## src/rtl/mem_infer_seq_if.sv

```systemverilog
// ============================================================================
//  Module      : mem_infer_seq_if
//  Description : ROM / cell-bank / result bundle for the inference sequencer.
//  Revision    : 1.0  initial release
// ============================================================================
`default_nettype none

interface mem_infer_seq_if #(
    parameter int N_FEAT  = 16,
    parameter int N_CLASS = 6,
    parameter int VW      = 16,
    parameter int IW      = 36,
    parameter int AW      = IW + $clog2(N_FEAT)
);
    logic                         start;
    logic                         clr_cells;
    logic [$clog2(N_FEAT)-1:0]    feat_addr;
    logic signed [VW-1:0]         feat_data;
    logic signed [VW-1:0]         cell_vin;
    logic                         cell_valid;
    logic                         cell_reset;
    logic [N_CLASS*IW-1:0]        cell_i;
    logic                         busy;
    logic                         done;
    logic [$clog2(N_CLASS)-1:0]   class_idx;
    logic signed [AW-1:0]         score;

    modport master (
        input  start, clr_cells, feat_data, cell_i,
        output feat_addr, cell_vin, cell_valid, cell_reset,
        output busy, done, class_idx, score
    );

    modport slave (
        output start, clr_cells, feat_data, cell_i,
        input  feat_addr, cell_vin, cell_valid, cell_reset,
        input  busy, done, class_idx, score
    );
endinterface

`default_nettype wire

```

## src/rtl/mem_infer_seq.sv

```systemverilog
// ============================================================================
//  Module      : mem_infer_seq
//  Description : Streams a feature vector into the memristor cell bank,
//                accumulates per-class currents and reports the argmax class.
//  Revision    : 1.0  initial release
// ============================================================================
`default_nettype none

module mem_infer_seq #(
    parameter int N_FEAT  = 16,
    parameter int N_CLASS = 6,
    parameter int VW      = 16,
    parameter int IW      = 36,
    parameter int AW      = IW + $clog2(N_FEAT)
) (
    input  logic            clk,
    input  logic            rst,
    mem_infer_seq_if.master bus
);

    localparam int c_kw = $clog2(N_FEAT);
    localparam int c_cw = $clog2(N_CLASS);
    localparam logic [c_kw-1:0] c_last_k = c_kw'(N_FEAT - 1);
    localparam logic [c_cw-1:0] c_last_j = c_cw'(N_CLASS - 1);

    typedef enum logic [2:0] {
        S_IDLE    = 3'd0,
        S_FETCH   = 3'd1,
        S_DRIVE   = 3'd2,
        S_CAPTURE = 3'd3,
        S_ARGMAX  = 3'd4,
        S_DONE    = 3'd5,
        S_CLR     = 3'd6
    } state_t;

    state_t                 r_state;
    state_t                 w_next;

    logic [c_kw-1:0]        r_k;
    logic [c_cw-1:0]        r_j;
    logic signed [AW-1:0]   r_acc [N_CLASS];
    logic signed [AW-1:0]   w_ext [N_CLASS];
    logic [c_cw-1:0]        r_best_idx;
    logic signed [AW-1:0]   r_best_val;
    logic [c_cw-1:0]        r_class;
    logic signed [AW-1:0]   r_score;

    logic                   w_last_feat;
    logic                   w_last_class;
    logic signed [AW-1:0]   w_cand;
    logic                   w_take;
    logic [c_cw-1:0]        w_nxt_idx;
    logic signed [AW-1:0]   w_nxt_val;

    logic                   w_busy;
    logic                   w_done;
    logic                   w_valid;
    logic                   w_creset;
    logic signed [VW-1:0]   w_vin;

    genvar g;
    generate
        for (g = 0; g < N_CLASS; g++) begin : g_ext
            assign w_ext[g] = {{(AW-IW){bus.cell_i[g*IW + IW - 1]}}, bus.cell_i[g*IW +: IW]};
        end
    endgenerate

    assign w_last_feat  = (r_k == c_last_k);
    assign w_last_class = (r_j == c_last_j);

    // Slot 0 always wins so the running best needs no separate clear.
    assign w_cand    = r_acc[r_j];
    assign w_take    = (r_j == '0) || (w_cand > r_best_val);
    assign w_nxt_idx = w_take ? r_j    : r_best_idx;
    assign w_nxt_val = w_take ? w_cand : r_best_val;

    always_ff @(posedge clk) begin
        if (rst) begin
            r_state <= S_IDLE;
        end else begin
            r_state <= w_next;
        end
    end

    always_comb begin
        w_next   = r_state;
        w_busy   = 1'b1;
        w_done   = 1'b0;
        w_valid  = 1'b0;
        w_creset = 1'b0;
        w_vin    = {VW{1'b0}};
        case (r_state)
            S_IDLE: begin
                w_busy = 1'b0;
                if (bus.start) begin
                    w_next = S_FETCH;
                end else if (bus.clr_cells) begin
                    w_next = S_CLR;
                end
            end
            S_CLR: begin
                w_valid  = 1'b1;
                w_creset = 1'b1;
                w_next   = S_IDLE;
            end
            S_FETCH: begin
                w_next = S_DRIVE;
            end
            S_DRIVE: begin
                w_valid = 1'b1;
                w_vin   = bus.feat_data;
                w_next  = S_CAPTURE;
            end
            S_CAPTURE: begin
                w_next = w_last_feat ? S_ARGMAX : S_FETCH;
            end
            S_ARGMAX: begin
                if (w_last_class) begin
                    w_next = S_DONE;
                end
            end
            S_DONE: begin
                w_done = 1'b1;
                w_next = S_IDLE;
            end
            default: begin
                w_busy = 1'b0;
                w_next = S_IDLE;
            end
        endcase
    end

    always_ff @(posedge clk) begin
        if (rst || (r_state == S_IDLE && bus.start)) begin
            for (int i = 0; i < N_CLASS; i++) begin
                r_acc[i] <= '0;
            end
        end else if (r_state == S_CAPTURE) begin
            for (int i = 0; i < N_CLASS; i++) begin
                r_acc[i] <= r_acc[i] + w_ext[i];
            end
        end
    end

    always_ff @(posedge clk) begin
        if (rst) begin
            r_k        <= '0;
            r_j        <= '0;
            r_best_idx <= '0;
            r_best_val <= '0;
            r_class    <= '0;
            r_score    <= '0;
        end else begin
            case (r_state)
                S_IDLE: begin
                    if (bus.start) begin
                        r_k <= '0;
                    end
                end
                S_CAPTURE: begin
                    if (w_last_feat) begin
                        r_j <= '0;
                    end else begin
                        r_k <= r_k + c_kw'(1);
                    end
                end
                S_ARGMAX: begin
                    r_best_idx <= w_nxt_idx;
                    r_best_val <= w_nxt_val;
                    // Results land on the edge that enters DONE.
                    if (w_last_class) begin
                        r_class <= w_nxt_idx;
                        r_score <= w_nxt_val;
                    end else begin
                        r_j <= r_j + c_cw'(1);
                    end
                end
                default: ;
            endcase
        end
    end

    assign bus.feat_addr  = r_k;
    assign bus.cell_vin   = w_vin;
    assign bus.cell_valid = w_valid;
    assign bus.cell_reset = w_creset;
    assign bus.busy       = w_busy;
    assign bus.done       = w_done;
    assign bus.class_idx  = r_class;
    assign bus.score      = r_score;

endmodule

`default_nettype wire

```

## src/flat_wrapper.sv

```systemverilog
// flat-port wrapper written by rule: the top's interface ports become plain ports
module mem_infer_seq_flat 
#(
    parameter int N_FEAT  = 16,
    parameter int N_CLASS = 6,
    parameter int VW      = 16,
    parameter int IW      = 36,
    parameter int AW      = IW + $clog2(N_FEAT)
)
  (clk, rst, bus_start, bus_clr_cells, bus_feat_data, bus_cell_i, bus_feat_addr, bus_cell_vin, bus_cell_valid, bus_cell_reset, bus_busy, bus_done, bus_class_idx, bus_score);
  mem_infer_seq_if #(.N_FEAT(N_FEAT), .N_CLASS(N_CLASS), .VW(VW), .IW(IW), .AW(AW)) bus_i ();
  input  logic clk;
  input  logic rst;
  input wire logic [$bits(bus_i.start)-1:0] bus_start;
  input wire logic [$bits(bus_i.clr_cells)-1:0] bus_clr_cells;
  input wire logic [$bits(bus_i.feat_data)-1:0] bus_feat_data;
  input wire logic [$bits(bus_i.cell_i)-1:0] bus_cell_i;
  output wire logic [$bits(bus_i.feat_addr)-1:0] bus_feat_addr;
  output wire logic [$bits(bus_i.cell_vin)-1:0] bus_cell_vin;
  output wire logic [$bits(bus_i.cell_valid)-1:0] bus_cell_valid;
  output wire logic [$bits(bus_i.cell_reset)-1:0] bus_cell_reset;
  output wire logic [$bits(bus_i.busy)-1:0] bus_busy;
  output wire logic [$bits(bus_i.done)-1:0] bus_done;
  output wire logic [$bits(bus_i.class_idx)-1:0] bus_class_idx;
  output wire logic [$bits(bus_i.score)-1:0] bus_score;
  assign bus_i.start = bus_start;
  assign bus_i.clr_cells = bus_clr_cells;
  assign bus_i.feat_data = bus_feat_data;
  assign bus_i.cell_i = bus_cell_i;
  assign bus_feat_addr = bus_i.feat_addr;
  assign bus_cell_vin = bus_i.cell_vin;
  assign bus_cell_valid = bus_i.cell_valid;
  assign bus_cell_reset = bus_i.cell_reset;
  assign bus_busy = bus_i.busy;
  assign bus_done = bus_i.done;
  assign bus_class_idx = bus_i.class_idx;
  assign bus_score = bus_i.score;
  mem_infer_seq #(.N_FEAT(N_FEAT), .N_CLASS(N_CLASS), .VW(VW), .IW(IW), .AW(AW)) u_core (.clk(clk), .rst(rst), .bus(bus_i));
endmodule
```

## config.mk

```make
export PLATFORM = sky130hd
export DESIGN_NAME = mem_infer_seq_flat
export DESIGN_NICKNAME = d
export VERILOG_FILES = /design/src/rtl/mem_infer_seq_if.sv /design/src/rtl/mem_infer_seq.sv /design/src/flat_wrapper.sv
export SDC_FILE = /design/constraint.sdc
export NUM_CORES = 1
export LEC_CHECK = 0
export BUFFER_PORTS_ARGS = -buffer_cell sky130_fd_sc_hd__buf_2
export CAP_MARGIN = 5
export CORE_ASPECT_RATIO = 1.5
export CORE_MARGIN = 10
export CORE_UTILIZATION = 25
export CTS_BUF_LIST = sky130_fd_sc_hd__clkbuf_8 sky130_fd_sc_hd__clkbuf_16
export DETAILED_ROUTE_END_ITERATION = 8
export SETUP_SLACK_MARGIN = 0.02
export SKIP_LAST_GASP = 1
export SYNTH_ARGS = -nofsm -noshare
export SYNTH_HDL_FRONTEND = slang
export SYNTH_SLANG_ARGS = --single-unit
```

## constraint.sdc

```tcl
create_clock -name clk -period 31.5 [get_ports clk]
set_clock_uncertainty 0.2 [all_clocks]
set_input_delay 7.875 -clock clk [delete_from_list [all_inputs] [get_ports clk]]
set_output_delay 7.875 -clock clk [all_outputs]
set_load 0.03 [all_outputs]
```

* After elaboration in Yosys (flattened, before gate mapping) *
Memory sizes are Yosys's and may differ from the RTL's. A register that Yosys moved wholly into a read port is not among the register bits.
Cells that the tools add are included.
W data, S select, Z words.

word-level totals
  register bits after elaboration = 96
  memory bits (writable) = 240
  bits of input ports = 236
  output and inout port bits = 67
  logic and storage cells = 81
  memories kept = 1

operators by class
  $add $sub $neg = 8
  $lt $le $gt $ge = 1
  equality and inequality tests = 14
  multiplexer cells = 31
  bitwise logic cells = 6
  reductions and logical operators = 13

memories
  name          depth  width  read ports  clocked after Yosys merged registers in  write ports  line                 source
  u_core.r_acc  6      40     7           1                                        6            mem_infer_seq.sv:41  logic signed [AW-1:0] r_acc [N_CLASS];

operators by type and width
  operator               count
  $mux W40               7
  $add A40 B36 Y40       6
  $gt A40 B40 Y1         1
  $mux W3                9
  $mux W16               1
  $pmux W3 S5            1
  $eq A3 B3 Y1 const B   4
  $mux W1                9
  $mux W4                2
  $pmux W4 S2            1
  $eq A3 B2 Y1 const B   2
  $logic_not A3 Y1       2
  $ne A2 B2 Y1 const B   3
  $or A1 B1 Y1           6
  $pmux W3 S2            1
  $reduce_and A3 Y1      2
  $reduce_or A6 Y1       1
  $add A4 B1 Y4 const B  1
  $eq A4 B4 Y1 const B   1
  $ne A2 B1 Y1 const B   2
  $reduce_and A2 Y1      2
  $reduce_bool A2 Y1     2
  $add A3 B1 Y3 const B  1
  $eq A3 B1 Y1 const B   1
  other kinds (4)        5

* Depth between registers and ports, before layout *
  depth after elaboration = 6
  gate-level depth with buffers = 18

* Worst setup path after synthesis *
Ideal clock, no wire load.

  path type = input port to output port
  from = in bus_feat_data[0]
  to = out bus_cell_vin[0]
  arrival time = 8.151 ns
  path slack = 15.274 ns
  stages on the path = 1
  buffers on the path = 0
  cells stage by stage = and2_1

between the ends
  cells in the longest elaborated chain, start to end = 1

RTL lines
  item         line                 source
  from (decl)  flat_wrapper.sv:16   input wire logic [$bits(bus_i.feat_data)-1:0] bus_feat_data;
  $mux W16     mem_infer_seq.sv:92  case (r_state)
  to (decl)    flat_wrapper.sv:19   output wire logic [$bits(bus_i.cell_vin)-1:0] bus_cell_vin;

Every way passes these cells.

* Worst setup path in the final report *
  from = in bus_feat_data[7]
  to = out bus_cell_vin[7]

The elaborated chain is that of the path after synthesis.

==> impl_metrics.tcl <==
set metrics [dict create \
    internal-power_uw 1030 \
    hold_crit_class "reg2reg" \
    first_global_vias 22800 \
    post_cts_buffers 0 \
    critical-path-top-delay-family "buffers and inverters" \
    grt_most_used_layer "met2" \
    worst_path_max_delay_cell "buf_2" \
    drt_wl_total_microns 92400 \
    p_leak_uw 0.0134 \
    drc_violation_count_after_routing 0 \
    clock-sinks 339 \
    drive_above_1_share 0.145 \
    met3_usage 0.0280 \
    placed_wire_length_estimate_microns 73800 \
    row_count 146 \
    power.share.combinational 0.346 \
    net-switching-power_uw 568 \
    path_clk_slew_ns 0.06 \
    flow.area_growth_from_synthesis_pct 16.4 \
    mappedNetlistArea_sq_um 26700 \
    cp_num_buf_inv 2 \
    die_height_microns 420 \
    globalRouteMet1Util 0.182 \
    routed-via-count 23000 \
    design.die.area_sq_um 121000 \
    largest_net_degree_at_the_start_of_global_routing 81 \
    final_nets 3653 \
    ys_seq_area_frac 0.344 \
    synth-edff-count 240 \
    layout_min_cycle_time_ns 16.34 \
    timing.setup.critical_path_class "in2out" \
    run_status "complete, no violations" \
    max_stage_delay_ns 0.17 \
    synthesis_warnings 0 \
    power.share.switching 0.356 \
    design.core.area_sq_um 106000 \
    clkLatencyLatePin_ns 0.60 \
    multi_input_comb_area_sq_um 16800 \
    cts-htree-levels 2 \
    ir_drop_v 0.0000360 \
    drtPass1Iterations 5 \
    cts_tree "built" \
    synth-main-ff-cell "edfxtp_1" \
    final_antenna_net_count 0 \
    hold_path_startpoint "u_core.r_best_idx[2]" \
    gp_congestion 0.900 \
    power.share.sequential 0.352 \
    synth_cells 2872 \
    synth.distinct_cells 79 \
    synth-seq-cells 339 \
    power_density_nw_per_um2 51.2 \
    synth_async_sr_flop_share 0 \
    cp-end-kind "output port" \
    cts_buffer_depth 3 \
    timing.slew.headroom 0.223 \
    hold_viol_final 0 \
    crit_path_cell_trace "buf_2, and2_1, buf_2" \
    worst-endpoint-required_ns 23.43 \
    grt_antenna_before_repair 31 \
    path_max_fanout 1 \
    worst_slew_pin_slew_ns 1.16 \
    die_wd_microns 287 \
    io_buffers 302 \
    max_clock_freq_mhz 61.2 \
    share_clk_of_total_power 0.302 \
    drtIter0Drc 1394 \
    start_util 0.252 \
    drv.max_cap_violation_count 0 \
    final.setup.tns_ns 0 \
    cp.arrival_ns 8.27 \
    fillCellCount 11300 \
    crit_start "bus_feat_data[7]" \
    rsz0062_at_grt "no" \
    globalRouteMet2Util 0.245 \
    layout.area.seq_sq_um 9200 \
    syn_avg_cell_area_sq_um 9.30 \
    final_count_of_negative_setup_slack_endpoints 0 \
    grt_usage 0.148 \
    critPathMostFrequentCell "buf_2" \
    library_cell_used_as_clock_root_buffer "clkbuf_16" \
    post_cts.resized_instances 0 \
    wire_per_inst_microns 20.2 \
    worst_setup_path_start_kind "input pin" \
    tritoncts.num_buffers 41 \
    timing_max_transition_violations_final 0 \
    design_power_total_uw 1590 \
    via_per_inst 5.02 \
    overflow 0 \
    post_cts_hold_buffer_count 0 \
    timing.final.crit_share 0.519 \
    io_pins 303 \
    syn_nets 3392 \
    grt_pass1_wl_microns 137000 \
]
metal layers:
layer  share of wire  wire [microns]  vias to the layer above
met5          0.0018             162                        -
met4           0.047            4310                       24
met3           0.060            5530                      166
met2            0.46           42900                      604
met1            0.43           39500                    11000
li1                -               -                    11200
synth_stat cells, types with 9 or more instances:
| cell | n | area share |
|---|---|---|
| mux4_2 | 40 | 0.034 |
| nand2b_1 | 22 | 0.0052 |
| nor2_1 | 382 | 0.054 |
| and4_1 | 10 | 0.0033 |
| ha_1 | 278 | 0.13 |
| inv_1 | 100 | 0.014 |
| o31a_1 | 11 | 0.0036 |
| mux2i_1 | 129 | 0.048 |
| clkbuf_1 | 79 | 0.011 |
| dfxtp_1 | 99 | 0.074 |
| or3_1 | 20 | 0.0047 |
| xor2_1 | 90 | 0.029 |
| o21ai_0 | 155 | 0.029 |
| edfxtp_1 | 240 | 0.27 |
| a211oi_1 | 29 | 0.0081 |
| nand4_1 | 32 | 0.0075 |
| and2_1 | 44 | 0.010 |
| nor3_1 | 58 | 0.011 |
| o31ai_1 | 9 | 0.0025 |
| buf_1 | 9 | 0.0013 |
| or2_2 | 11 | 0.0026 |
| nand2_1 | 149 | 0.021 |
| a21oi_1 | 294 | 0.055 |
| o21a_1 | 48 | 0.013 |
| a211o_1 | 10 | 0.0033 |
| and3_1 | 16 | 0.0037 |
| o211ai_1 | 11 | 0.0031 |
| a21o_1 | 139 | 0.039 |
| nand3_1 | 35 | 0.0066 |
| a31oi_1 | 23 | 0.0054 |
| o21bai_1 | 32 | 0.0090 |
| nor2b_1 | 31 | 0.0073 |
| xnor2_1 | 106 | 0.035 |
| buf_2 | 10 | 0.0019 |
registers in the layout, summed over array words and instances, names as in the netlist, named ones only:
signal and flops:
u_core.r_acc 240, u_core.bus.score 40, u_core.r_best_val 40, u_core.bus.feat_addr 4, u_core.bus.class_idx 3, u_core.r_best_idx 3
u_core.r_j 3, u_core.r_state 3
cells by family after synthesis:
group,share of synthesized area
AO/OA/AOI/OAI,0.200
XOR/XNOR,0.0642
adder cells (fa/ha/maj),0.135
buffers and inverters,0.0294
flip-flops,0.344
multiplexers,0.0820
AND/OR/NAND/NOR,0.146
stage by stage:
| stage | std cells | hold WS (ns) | util | setup WS [ns] | cell area [sq um] |
|---|---|---|---|---|---|
| final | 4579 | 0.298 | 0.294 | 15.16 | 31100 |
| after detailed placement | 4496 | 0.290 | 0.281 | 15.15 | 29800 |
| after global routing | 4577 | 0.350 | 0.294 | 15.13 | 31100 |
| after floorplan | 2872 | 0.261 | - | 15.27 | 26700 |
| after CTS | 4571 | 0.301 | 0.293 | 15.15 | 31100 |
| after global placement | 4496 | 0.276 | 0.281 | 15.16 | 29800 |
power by group through the flow:
| stage | registers [uW] | logic (uW) | clock network (uW) |
|---|---|---|---|
| after floorplan | 568 | 411 | 0 |
| after global placement | 569 | 545 | 0 |
| after detailed placement | 570 | 548 | 0 |
| after CTS | 561 | 553 | 496 |
| after global routing | 566 | 614 | 507 |
| final | 562 | 551 | 481 |
layout make-up:
| type | count | area share |
|---|---|---|
| inverter | 100 | 0.0121 |
| tap | 1406 | 0.0565 |
| antenna | 8 | 0.000644 |
| clock inverter | 30 | 0.00696 |
| multi-input combinational | 2331 | 0.540 |
| sequential | 339 | 0.296 |
| timing repair buffer | 320 | 0.0529 |
| clock buffer | 45 | 0.0355 |
tightest hold or removal path, stage by stage (launching register included):
cell and delay (ns):
dfxtp_1 0.32, o21ai_0 0.07, a21oi_1 0.06
worst paths after layout:
check                                to  slack, ns  cells after the start
setup reg to reg  u_core.r_best_val[10]      25.10                     15
hold reg to reg    u_core.r_best_idx[2]       0.30                      2
setup / recovery        bus_cell_vin[7]      15.16                      3
hold / removal     u_core.r_best_idx[2]       0.30                      2
placed cells by master, fill, tap and decap left out, types with 10 or more instances in the layout:
cell / Yosys / final
o21ai_0: 155 / 155
nand4_1: 32 / 32
xor2_1: 90 / 90
edfxtp_1: 240 / 240
nand3_1: 35 / 35
mux4_2: 40 / 40
o21bai_1: 32 / 31
o211ai_1: 11 / 11
and2_1: 44 / 44
nor3_1: 58 / 57
a211oi_1: 29 / 29
nand2_1: 149 / 149
o31a_1: 11 / 11
mux2i_1: 129 / 129
nand2b_1: 22 / 22
and3_1: 16 / 16
buf_2: 10 / 302
dfxtp_1: 99 / 96
a21oi_1: 294 / 294
or3_1: 20 / 19
nor2b_1: 31 / 31
nor2_1: 382 / 380
and4_1: 10 / 10
xnor2_1: 106 / 106
or2_2: 11 / 11
a31oi_1: 23 / 23
buf_4: 4 / 18
ha_1: 278 / 278
inv_1: 100 / 106
a211o_1: 10 / 10
o21a_1: 48 / 48
clkbuf_16: 0 / 43
a21o_1: 139 / 139
Power figures use the tool's default switching activity.
